**config.mk**
```make
export PLATFORM = sky130hd
export DESIGN_NAME = qpu_issue_queue
export DESIGN_NICKNAME = d
export VERILOG_FILES = /design/src/rtl/qpu_pkg.sv /design/src/rtl/qpu_cmd_fifo.sv /design/src/rtl/qpu_issue_queue.sv
export SDC_FILE = /design/constraint.sdc
export NUM_CORES = 1
export LEC_CHECK = 0
export BUFFER_PORTS_ARGS = -buffer_cell sky130_fd_sc_hd__buf_2
export CAP_MARGIN = 20
export CORE_AREA = 2 2 80 82
export CTS_BUF_LIST = sky130_fd_sc_hd__clkbuf_4 sky130_fd_sc_hd__clkbuf_8 sky130_fd_sc_hd__clkbuf_16
export DETAILED_ROUTE_END_ITERATION = 16
export DIE_AREA = 0 0 82 84
export PLACE_DENSITY = 0.75
export SKIP_CTS_REPAIR_TIMING = 1
export SYNTH_ARGS = -nofsm -noshare
export SYNTH_HDL_FRONTEND = slang
export SYNTH_HIERARCHICAL = 1
export SYNTH_SLANG_ARGS = --single-unit
```
**constraint.sdc**
```tcl
create_clock -name clk -period 4.2 [get_ports clk]
set_clock_uncertainty 0.2 [all_clocks]
set_input_delay 0.42 -clock clk [delete_from_list [all_inputs] [get_ports clk]]
set_output_delay 0.42 -clock clk [all_outputs]
set_load 0.02 [all_outputs]
```
**src/rtl/qpu_pkg.sv**
```systemverilog
// Shared definitions for the COP2 quantum issue path: gate codes, instruction
// field constants, per-qubit in-flight state and the funct-to-gate decoder.
package qpu_pkg;

    localparam logic [2:0] GATE_I = 3'b000;
    localparam logic [2:0] GATE_H = 3'b001;
    localparam logic [2:0] GATE_X = 3'b010;
    localparam logic [2:0] GATE_Z = 3'b011;
    localparam logic [2:0] GATE_Y = 3'b100;

    localparam logic [5:0] OPC_COP2 = 6'b010010;

    localparam logic [5:0] F_QH = 6'd1;
    localparam logic [5:0] F_QX = 6'd2;
    localparam logic [5:0] F_QZ = 6'd3;
    localparam logic [5:0] F_QY = 6'd4;

    localparam int QF_HI = 15;
    localparam int QF_LO = 11;

    typedef enum logic {
        Q_FREE   = 1'b0,
        Q_ISSUED = 1'b1
    } qstate_e;

    // GATE_I marks an unsupported funct, so callers can test legality on the result.
    function automatic logic [2:0] funct_to_gate(input logic [5:0] funct);
        logic [2:0] g;
        case (funct)
            F_QH:    g = GATE_H;
            F_QX:    g = GATE_X;
            F_QZ:    g = GATE_Z;
            F_QY:    g = GATE_Y;
            default: g = GATE_I;
        endcase
        return g;
    endfunction

endpackage

```
**src/rtl/qpu_cmd_fifo.sv**
```systemverilog
// Synchronous command FIFO with separate occupancy counter; pointers wrap
// modulo DEPTH, push is ignored when full and pop when empty.
module qpu_cmd_fifo
    import qpu_pkg::*;
#(
    parameter int DEPTH = 8,
    parameter int WIDTH = 5
) (
    input  logic                       clk_i,
    input  logic                       rst_ni,
    input  logic                       push_i,
    input  logic                       pop_i,
    input  logic [WIDTH-1:0]           data_i,
    output logic [WIDTH-1:0]           data_o,
    output logic [$clog2(DEPTH):0]     count_o,
    output logic                       full_o,
    output logic                       empty_o
);

    localparam int PTR_W = $clog2(DEPTH);
    localparam int CNT_W = PTR_W + 1;

    logic [WIDTH-1:0] mem_q [DEPTH];
    logic [PTR_W-1:0] wr_ptr_q, wr_ptr_d;
    logic [PTR_W-1:0] rd_ptr_q, rd_ptr_d;
    logic [CNT_W-1:0] count_q, count_d;
    logic             push_ok_s, pop_ok_s;

    assign full_o    = (count_q == CNT_W'(DEPTH));
    assign empty_o   = (count_q == {CNT_W{1'b0}});
    assign push_ok_s = push_i & ~full_o;
    assign pop_ok_s  = pop_i & ~empty_o;
    assign data_o    = mem_q[rd_ptr_q];
    assign count_o   = count_q;

    always_comb begin
        wr_ptr_d = wr_ptr_q;
        rd_ptr_d = rd_ptr_q;
        count_d  = count_q;
        if (push_ok_s) wr_ptr_d = wr_ptr_q + {{(PTR_W-1){1'b0}}, 1'b1};
        else           wr_ptr_d = wr_ptr_q;
        if (pop_ok_s)  rd_ptr_d = rd_ptr_q + {{(PTR_W-1){1'b0}}, 1'b1};
        else           rd_ptr_d = rd_ptr_q;
        case ({push_ok_s, pop_ok_s})
            2'b10:   count_d = count_q + {{(CNT_W-1){1'b0}}, 1'b1};
            2'b01:   count_d = count_q - {{(CNT_W-1){1'b0}}, 1'b1};
            default: count_d = count_q;
        endcase
    end

    always_ff @(posedge clk_i) begin
        if (!rst_ni) begin
            wr_ptr_q <= {PTR_W{1'b0}};
            rd_ptr_q <= {PTR_W{1'b0}};
            count_q  <= {CNT_W{1'b0}};
        end else begin
            wr_ptr_q <= wr_ptr_d;
            rd_ptr_q <= rd_ptr_d;
            count_q  <= count_d;
        end
    end

    // Storage needs no reset: the head is only consumed when count is non-zero.
    always_ff @(posedge clk_i) begin
        if (push_ok_s) mem_q[wr_ptr_q] <= data_i;
    end

endmodule

```
**src/rtl/qpu_issue_queue.sv**
```systemverilog
// In-order COP2 issue queue: decodes quantum instructions, buffers them and
// pulses one gate command per cycle to a free, non-busy quantum controller.
module qpu_issue_queue
    import qpu_pkg::*;
#(
    parameter int NUM_QUBITS = 4,
    parameter int DEPTH      = 8,
    parameter int QIDX_W     = (NUM_QUBITS > 1) ? $clog2(NUM_QUBITS) : 1
) (
    input  logic                      clk,
    input  logic                      reset,
    input  logic                      instr_valid,
    input  logic [31:0]               instr,
    input  logic                      quantum_en,
    output logic                      stall,
    input  logic [NUM_QUBITS-1:0]     qb_busy,
    output logic [NUM_QUBITS-1:0]     cmd_execute,
    output logic [2:0]                cmd_gate,
    output logic [QIDX_W-1:0]         cmd_qubit,
    output logic [$clog2(DEPTH):0]    fifo_count,
    output logic                      illegal,
    output logic                      idle
);

    localparam int         ENTRY_W = 3 + QIDX_W;
    localparam logic [5:0] NQ_L    = 6'(NUM_QUBITS);

    logic [4:0]            qfield_s;
    logic [2:0]            gate_s;
    logic                  legal_s, accept_s, push_s, issue_s;
    logic                  full_s, empty_s, any_inflight_s;
    logic [ENTRY_W-1:0]    head_s;
    logic [2:0]            head_gate_s;
    logic [QIDX_W-1:0]     head_qubit_s;
    logic                  unused_instr_s;

    qstate_e               state_q [NUM_QUBITS];
    qstate_e               state_d [NUM_QUBITS];
    logic [NUM_QUBITS-1:0] cmd_execute_q, cmd_execute_d;
    logic [2:0]            cmd_gate_q, cmd_gate_d;
    logic [QIDX_W-1:0]     cmd_qubit_q, cmd_qubit_d;
    logic                  illegal_q, illegal_d;

    assign qfield_s       = instr[QF_HI:QF_LO];
    assign gate_s         = funct_to_gate(instr[5:0]);
    assign legal_s        = (gate_s != GATE_I) && ({1'b0, qfield_s} < NQ_L);
    assign accept_s       = instr_valid & quantum_en & ~full_s;
    assign push_s         = accept_s & legal_s;
    assign unused_instr_s = ^{instr[31:16], instr[10:6]};

    qpu_cmd_fifo #(
        .DEPTH (DEPTH),
        .WIDTH (ENTRY_W)
    ) u_fifo (
        .clk_i   (clk),
        .rst_ni  (reset),
        .push_i  (push_s),
        .pop_i   (issue_s),
        .data_i  ({gate_s, qfield_s[QIDX_W-1:0]}),
        .data_o  (head_s),
        .count_o (fifo_count),
        .full_o  (full_s),
        .empty_o (empty_s)
    );

    assign head_gate_s  = head_s[ENTRY_W-1:QIDX_W];
    assign head_qubit_s = head_s[QIDX_W-1:0];
    // Only the head may issue, which keeps program order across qubits.
    assign issue_s      = ~empty_s & ~qb_busy[head_qubit_s] & (state_q[head_qubit_s] == Q_FREE);

    always_comb begin
        any_inflight_s = 1'b0;
        for (int q = 0; q < NUM_QUBITS; q++) begin
            state_d[q] = state_q[q];
            case (state_q[q])
                Q_FREE: begin
                    if (issue_s && (head_qubit_s == QIDX_W'(q))) state_d[q] = Q_ISSUED;
                    else                                         state_d[q] = Q_FREE;
                end
                // Once busy is seen the controller itself blocks further issue.
                Q_ISSUED: begin
                    if (qb_busy[q]) state_d[q] = Q_FREE;
                    else            state_d[q] = Q_ISSUED;
                    any_inflight_s = 1'b1;
                end
                default: state_d[q] = Q_FREE;
            endcase
        end
    end

    always_comb begin
        cmd_execute_d = {NUM_QUBITS{1'b0}};
        cmd_gate_d    = cmd_gate_q;
        cmd_qubit_d   = cmd_qubit_q;
        illegal_d     = illegal_q | (accept_s & ~legal_s);
        if (issue_s) begin
            cmd_execute_d[head_qubit_s] = 1'b1;
            cmd_gate_d                  = head_gate_s;
            cmd_qubit_d                 = head_qubit_s;
        end else begin
            cmd_execute_d = {NUM_QUBITS{1'b0}};
        end
    end

    always_ff @(posedge clk) begin
        if (!reset) begin
            for (int q = 0; q < NUM_QUBITS; q++) state_q[q] <= Q_FREE;
            cmd_execute_q <= {NUM_QUBITS{1'b0}};
            cmd_gate_q    <= GATE_I;
            cmd_qubit_q   <= {QIDX_W{1'b0}};
            illegal_q     <= 1'b0;
        end else begin
            for (int q = 0; q < NUM_QUBITS; q++) state_q[q] <= state_d[q];
            cmd_execute_q <= cmd_execute_d;
            cmd_gate_q    <= cmd_gate_d;
            cmd_qubit_q   <= cmd_qubit_d;
            illegal_q     <= illegal_d;
        end
    end

    assign cmd_execute = cmd_execute_q;
    assign cmd_gate    = cmd_gate_q;
    assign cmd_qubit   = cmd_qubit_q;
    assign illegal     = illegal_q;
    assign stall       = full_s;
    assign idle        = empty_s & ~any_inflight_s;

endmodule
```
# After elaboration in Yosys (flattened, before gate mapping)
# Memory sizes are Yosys's and may differ from the RTL's. A register that Yosys moved wholly into a read port is not among the register bits.
# Cells that the tools add are included.
# classes
bitwise,24
add_sub_neg,4
n_eq_ne,10
order_cmp,3
n_reduce_logical,11
mux,32
# ops
op,n
$mux 1,22
$eq 6x2->1 const B,2
$pmux 3 s4,1
$not 1->1,10
$and 1x1->1,9
$pmux 1 s2,4
$pmux 4 s2,1
$add 3x1->3 const B,2
$eq 2x2->1 const B,3
$eq 6x1->1 const B,1
$eq 6x3->1 const B,1
$logic_and 1x1->1,6
$mux 3,2
$lt 5x3->1 const B,1
$or 1x1->1,5
$add 4x1->4 const B,1
$eq 2x1->1 const B,2
$eq 4x4->1 const B,1
$logic_not 4->1,1
$sub 4x1->4 const B,1
$lt 2x3->1 const B,1
$reduce_bool 3->1,1
$bmux 1 s2,1
$demux 1 s2,1
other kinds (4),4
# word_totals
wordCells,93
out_inout_bits,16
memories,2
ff_bits,20
ramBits,44
inputBits,40
# memory_table
name,words,width,rd,rd_ports_with_merged_regs,wr,line,text
u_fifo.mem_q,8,5,1,1,1,qpu_cmd_fifo.sv:23,logic [WIDTH-1:0] mem_q [DEPTH];
state_q,4,1,5,0,4,qpu_issue_queue.sv:37,qstate_e state_q [NUM_QUBITS];

# Depth between registers and ports, before layout
# depth
depth_word,9
depth_mapped,15
depth_no_buf,13

# By module
# Netlist, hierarchy kept.
# by_module_without_submodules
module,seq_area_each_um2,cells_each,instances,area_each_um2
qpu_cmd_fifo,1461.4,133,1,2192.1
qpu_issue_queue,280.3,76,1,663.1

# Worst setup path before layout
# Ideal clock, no wire load.
# synth_path
kind,reg-to-reg
start,reg with a tool-made name
end,reg u_fifo.count_q[2] (netlist: u_fifo/count_o[2])
path_stages_with_launch,16
arrival_time_ns,3.703
setup_ns,0.076
path_buffers,2
required_time_ns,3.924
path_slack_ns,0.221
period_less_slack_ns,3.979
path_cell_list,dfxtp_1 -> buf_2 -> mux4_2 -> mux2_2 -> buf_6 -> nor3_4 -> a211oi_2 -> nor4_4 -> o41a_1 -> ha_1 -> xor2_1 -> ha_1 -> a21oi_1 -> xor2_1 -> or3_1 -> a21boi_0
# synth_lines
item,line,text
to (signal assigned),qpu_cmd_fifo.sv:55,count_q <= {CNT_W{1'b0}};
to (signal assigned),qpu_cmd_fifo.sv:59,count_q <= count_d;
to (decl),qpu_cmd_fifo.sv:26,"logic [CNT_W-1:0] count_q, count_d;"

==> results.ini <==
[status]
status=completed

[clocking]
clkSlewWorstSetupHoldPaths_ns=0.08
clock_path_buffers=2
clk_latency_ns=0.35
cts_tree=built
h-tree-depth=3
cts-root-buf=clkbuf_8
cts_inserted_buffers=9
cts_num_sinks=67

[pwr]
cellPowerDensity_mw_per_mm2=366.6
switching_share_pct=20.77
power_leakage_nw=1.219
peakVddDrop_uv=213.1
p_comb_share_pct=2.2
pwr-share-seq_pct=57.4
p_sw_uw=250.5
power.share.clock_pct=40.4
internal_power_uw=955.4

[critical_path]
critPathMaxFanout=11
arrival_ns=3.90
startpoint_type=flop
critPathRequiredTime_ns=4.27
critical_path_class=flop to flop
ff2ff_setup_slack_ns=0.37
end_kind=flop

[place]
pre_cts_slack_ns=0.3450
post-place-cells=317
hpwl_mm=3.510
portBuffers=34
gp_congestion=0.7381

[cells_and_area]
fin_nets=296
areaGrowthSynthToFinish_pct=15.21
utilization_pct=53.96
instances_no_fill=333
antennaDiodeCount=0
multiInputGateArea_mm2=0.001044
n_fill_cell=521
layout-drive-gt1-share_pct=30.08
regArea_mm2=0.001742

[synth]
synthDistinctLibCells=41
synth_edf_count=40
yosys.area.top_type=edfxtp_1
synthTopCellsByCount=edfxtp_1, dfxtp_1, nor2_1
synth_ff_type=edfxtp_1
syn_area_mm2=0.002855
synthArstFlopShare_pct=0
yosysMostFrequentCell=edfxtp_1
synthTopCellsByArea=edfxtp_1, dfxtp_1, mux4_2, nor2_1, mux2i_1
synth_nets=254
ys_seq_elements=67
yosysSeqAreaShare_pct=61.00
syn_avg_cell_area_um2=13.66
syn_inst=209
synth-warning-count=6
synth_top_cell_area_share_pct=42.07

[grt]
antenna_found_initial=0
grt_pass1_wl_mm=8.162
grt_max_degree=30
grt_pass1_vias=1656
grt-ovfl-total=0
track_usage_pct=16.45

[detailed_routing]
wl_per_cell_um=15.00
drc=0
vias_per_cell=5.198
wl_mm=4.995
vias=1731
drt_iter0_markers=138
final_antenna_net_count=0
firstDrtPassIters=4

[timing]
hold_slack_ns=0.03961
hold_violations=0
setup_violations=0
max_freq_ghz=0.2612
slew_headroom_pct=42.75
setup_slack_ns=0.3718
slew_viol_final=0
fin_tns_setup_ns=0
finalCritPeriodShare_pct=91.15
post-route-min-period_ns=3.828
rsz0062_at_grt=no
worstMarginPinSlew_ns=0.8522

[die]
core_area_mm2=0.006096
io-pin-count=56
die_w_um=82
initial_utilization_pct=46.84
die_area_mm2=0.006888
die_y_um=84
std_cell_rows=29

[job]
max_cap_viol_count=0

[hold_path]
hold_class=input port to flop

final cells by class:
cell class	instances	share of cell area (%)
clock inverters	4	0.6847
repair buffers	40	6.542
well taps	77	2.929
flip-flops and latches	67	52.95
inverters	3	0.3423
clock buffers	12	4.831
multi-input cells	130	31.72
worst max-delay path: stages (launching register included):
cell and delay [ns]:
dfxtp_1 0.52, mux4_2 0.55, mux2_2 0.39, nor3_4 0.21, a211oi_2 0.08, nor4_4 0.32, o41a_1 0.22, ha_1 0.26
xor2_1 0.17, ha_1 0.16, a21oi_1 0.05, xor2_1 0.16, or3_1 0.30, a21boi_0 0.15
state kept, by name (all words and copies together) (netlist names), named ones only:
register	cells
illegal	1
cmd_execute	4
cmd_qubit	2
cmd_gate	3
state_q	4
u_fifo/mem_q	40
u_fifo/count_o	4
u_fifo/wr_ptr_q	3
u_fifo/rd_ptr_q	3
power groups by stage:
stage                     logic [mW]  registers [mW]  clock network, mW
after floorplan               0.0108           0.708                  0
after detailed placement      0.0267           0.707                  0
after global routing          0.0293           0.692              0.526
final                         0.0266           0.693              0.487
after CTS                     0.0268           0.693              0.499
after global placement        0.0258           0.707                  0
layout by cell type, fill, tap and decap left out, types with 3 or more instances in the layout:
cell type | Yosys | final
xnor2_1 | 5 | 5
clkbuf_8 | 0 | 11
buf_2 | 2 | 34
inv_1 | 3 | 3
a21oi_1 | 3 | 3
buf_4 | 0 | 6
nor2_1 | 19 | 19
nand2_1 | 17 | 17
xor2_1 | 3 | 3
nand3_1 | 5 | 5
ha_1 | 5 | 5
nand2b_1 | 6 | 6
edfxtp_1 | 40 | 40
mux4_2 | 10 | 10
nor3b_1 | 4 | 4
dfxtp_1 | 27 | 27
nor3_1 | 7 | 7
nor4_1 | 3 | 3
mux2_2 | 5 | 5
mux2i_1 | 7 | 7
and2_1 | 6 | 6
metrics by stage:
stage	area [µm²]	power, mW
after floorplan	2855	0.7192
after global placement	3108	0.7332
after detailed placement	3108	0.7341
after CTS	3289	1.218
after global routing	3289	1.247
final	3289	1.206
final timing paths:
| check | start | endpoint | cells after the start |
|---|---|---|---|
| worst max-delay path | flop | u_fifo/count_o[2] | 13 |
| worst min-delay path | qb_busy[2] | state_q[2] | 2 |
| worst max register to register | flop | u_fifo/count_o[2] | 13 |
| worst min register to register | cmd_gate[1] | cmd_gate[1] | 2 |
routing by layer:
layer,vias to the layer above,wire (µm),GRT usage [%]
met5,-,0,0
met4,0,98,8.636
met3,6,198,4.654
met2,43,2492,25.79
met1,820,2206,20.33
li1,862,-,-
cell families after synthesis:
logic type | after synthesis | share of synthesized area (%)
AND/OR/NAND/NOR | 81 | 16.08
flip-flops | 67 | 61.00
multiplexers | 22 | 12.31
AO/OA/AOI/OAI | 14 | 3.505
buffers and inverters | 12 | 2.454
XOR/XNOR | 8 | 2.454
adder cells (fa/ha/maj) | 5 | 2.191
(Power assumes the default switching activity.)
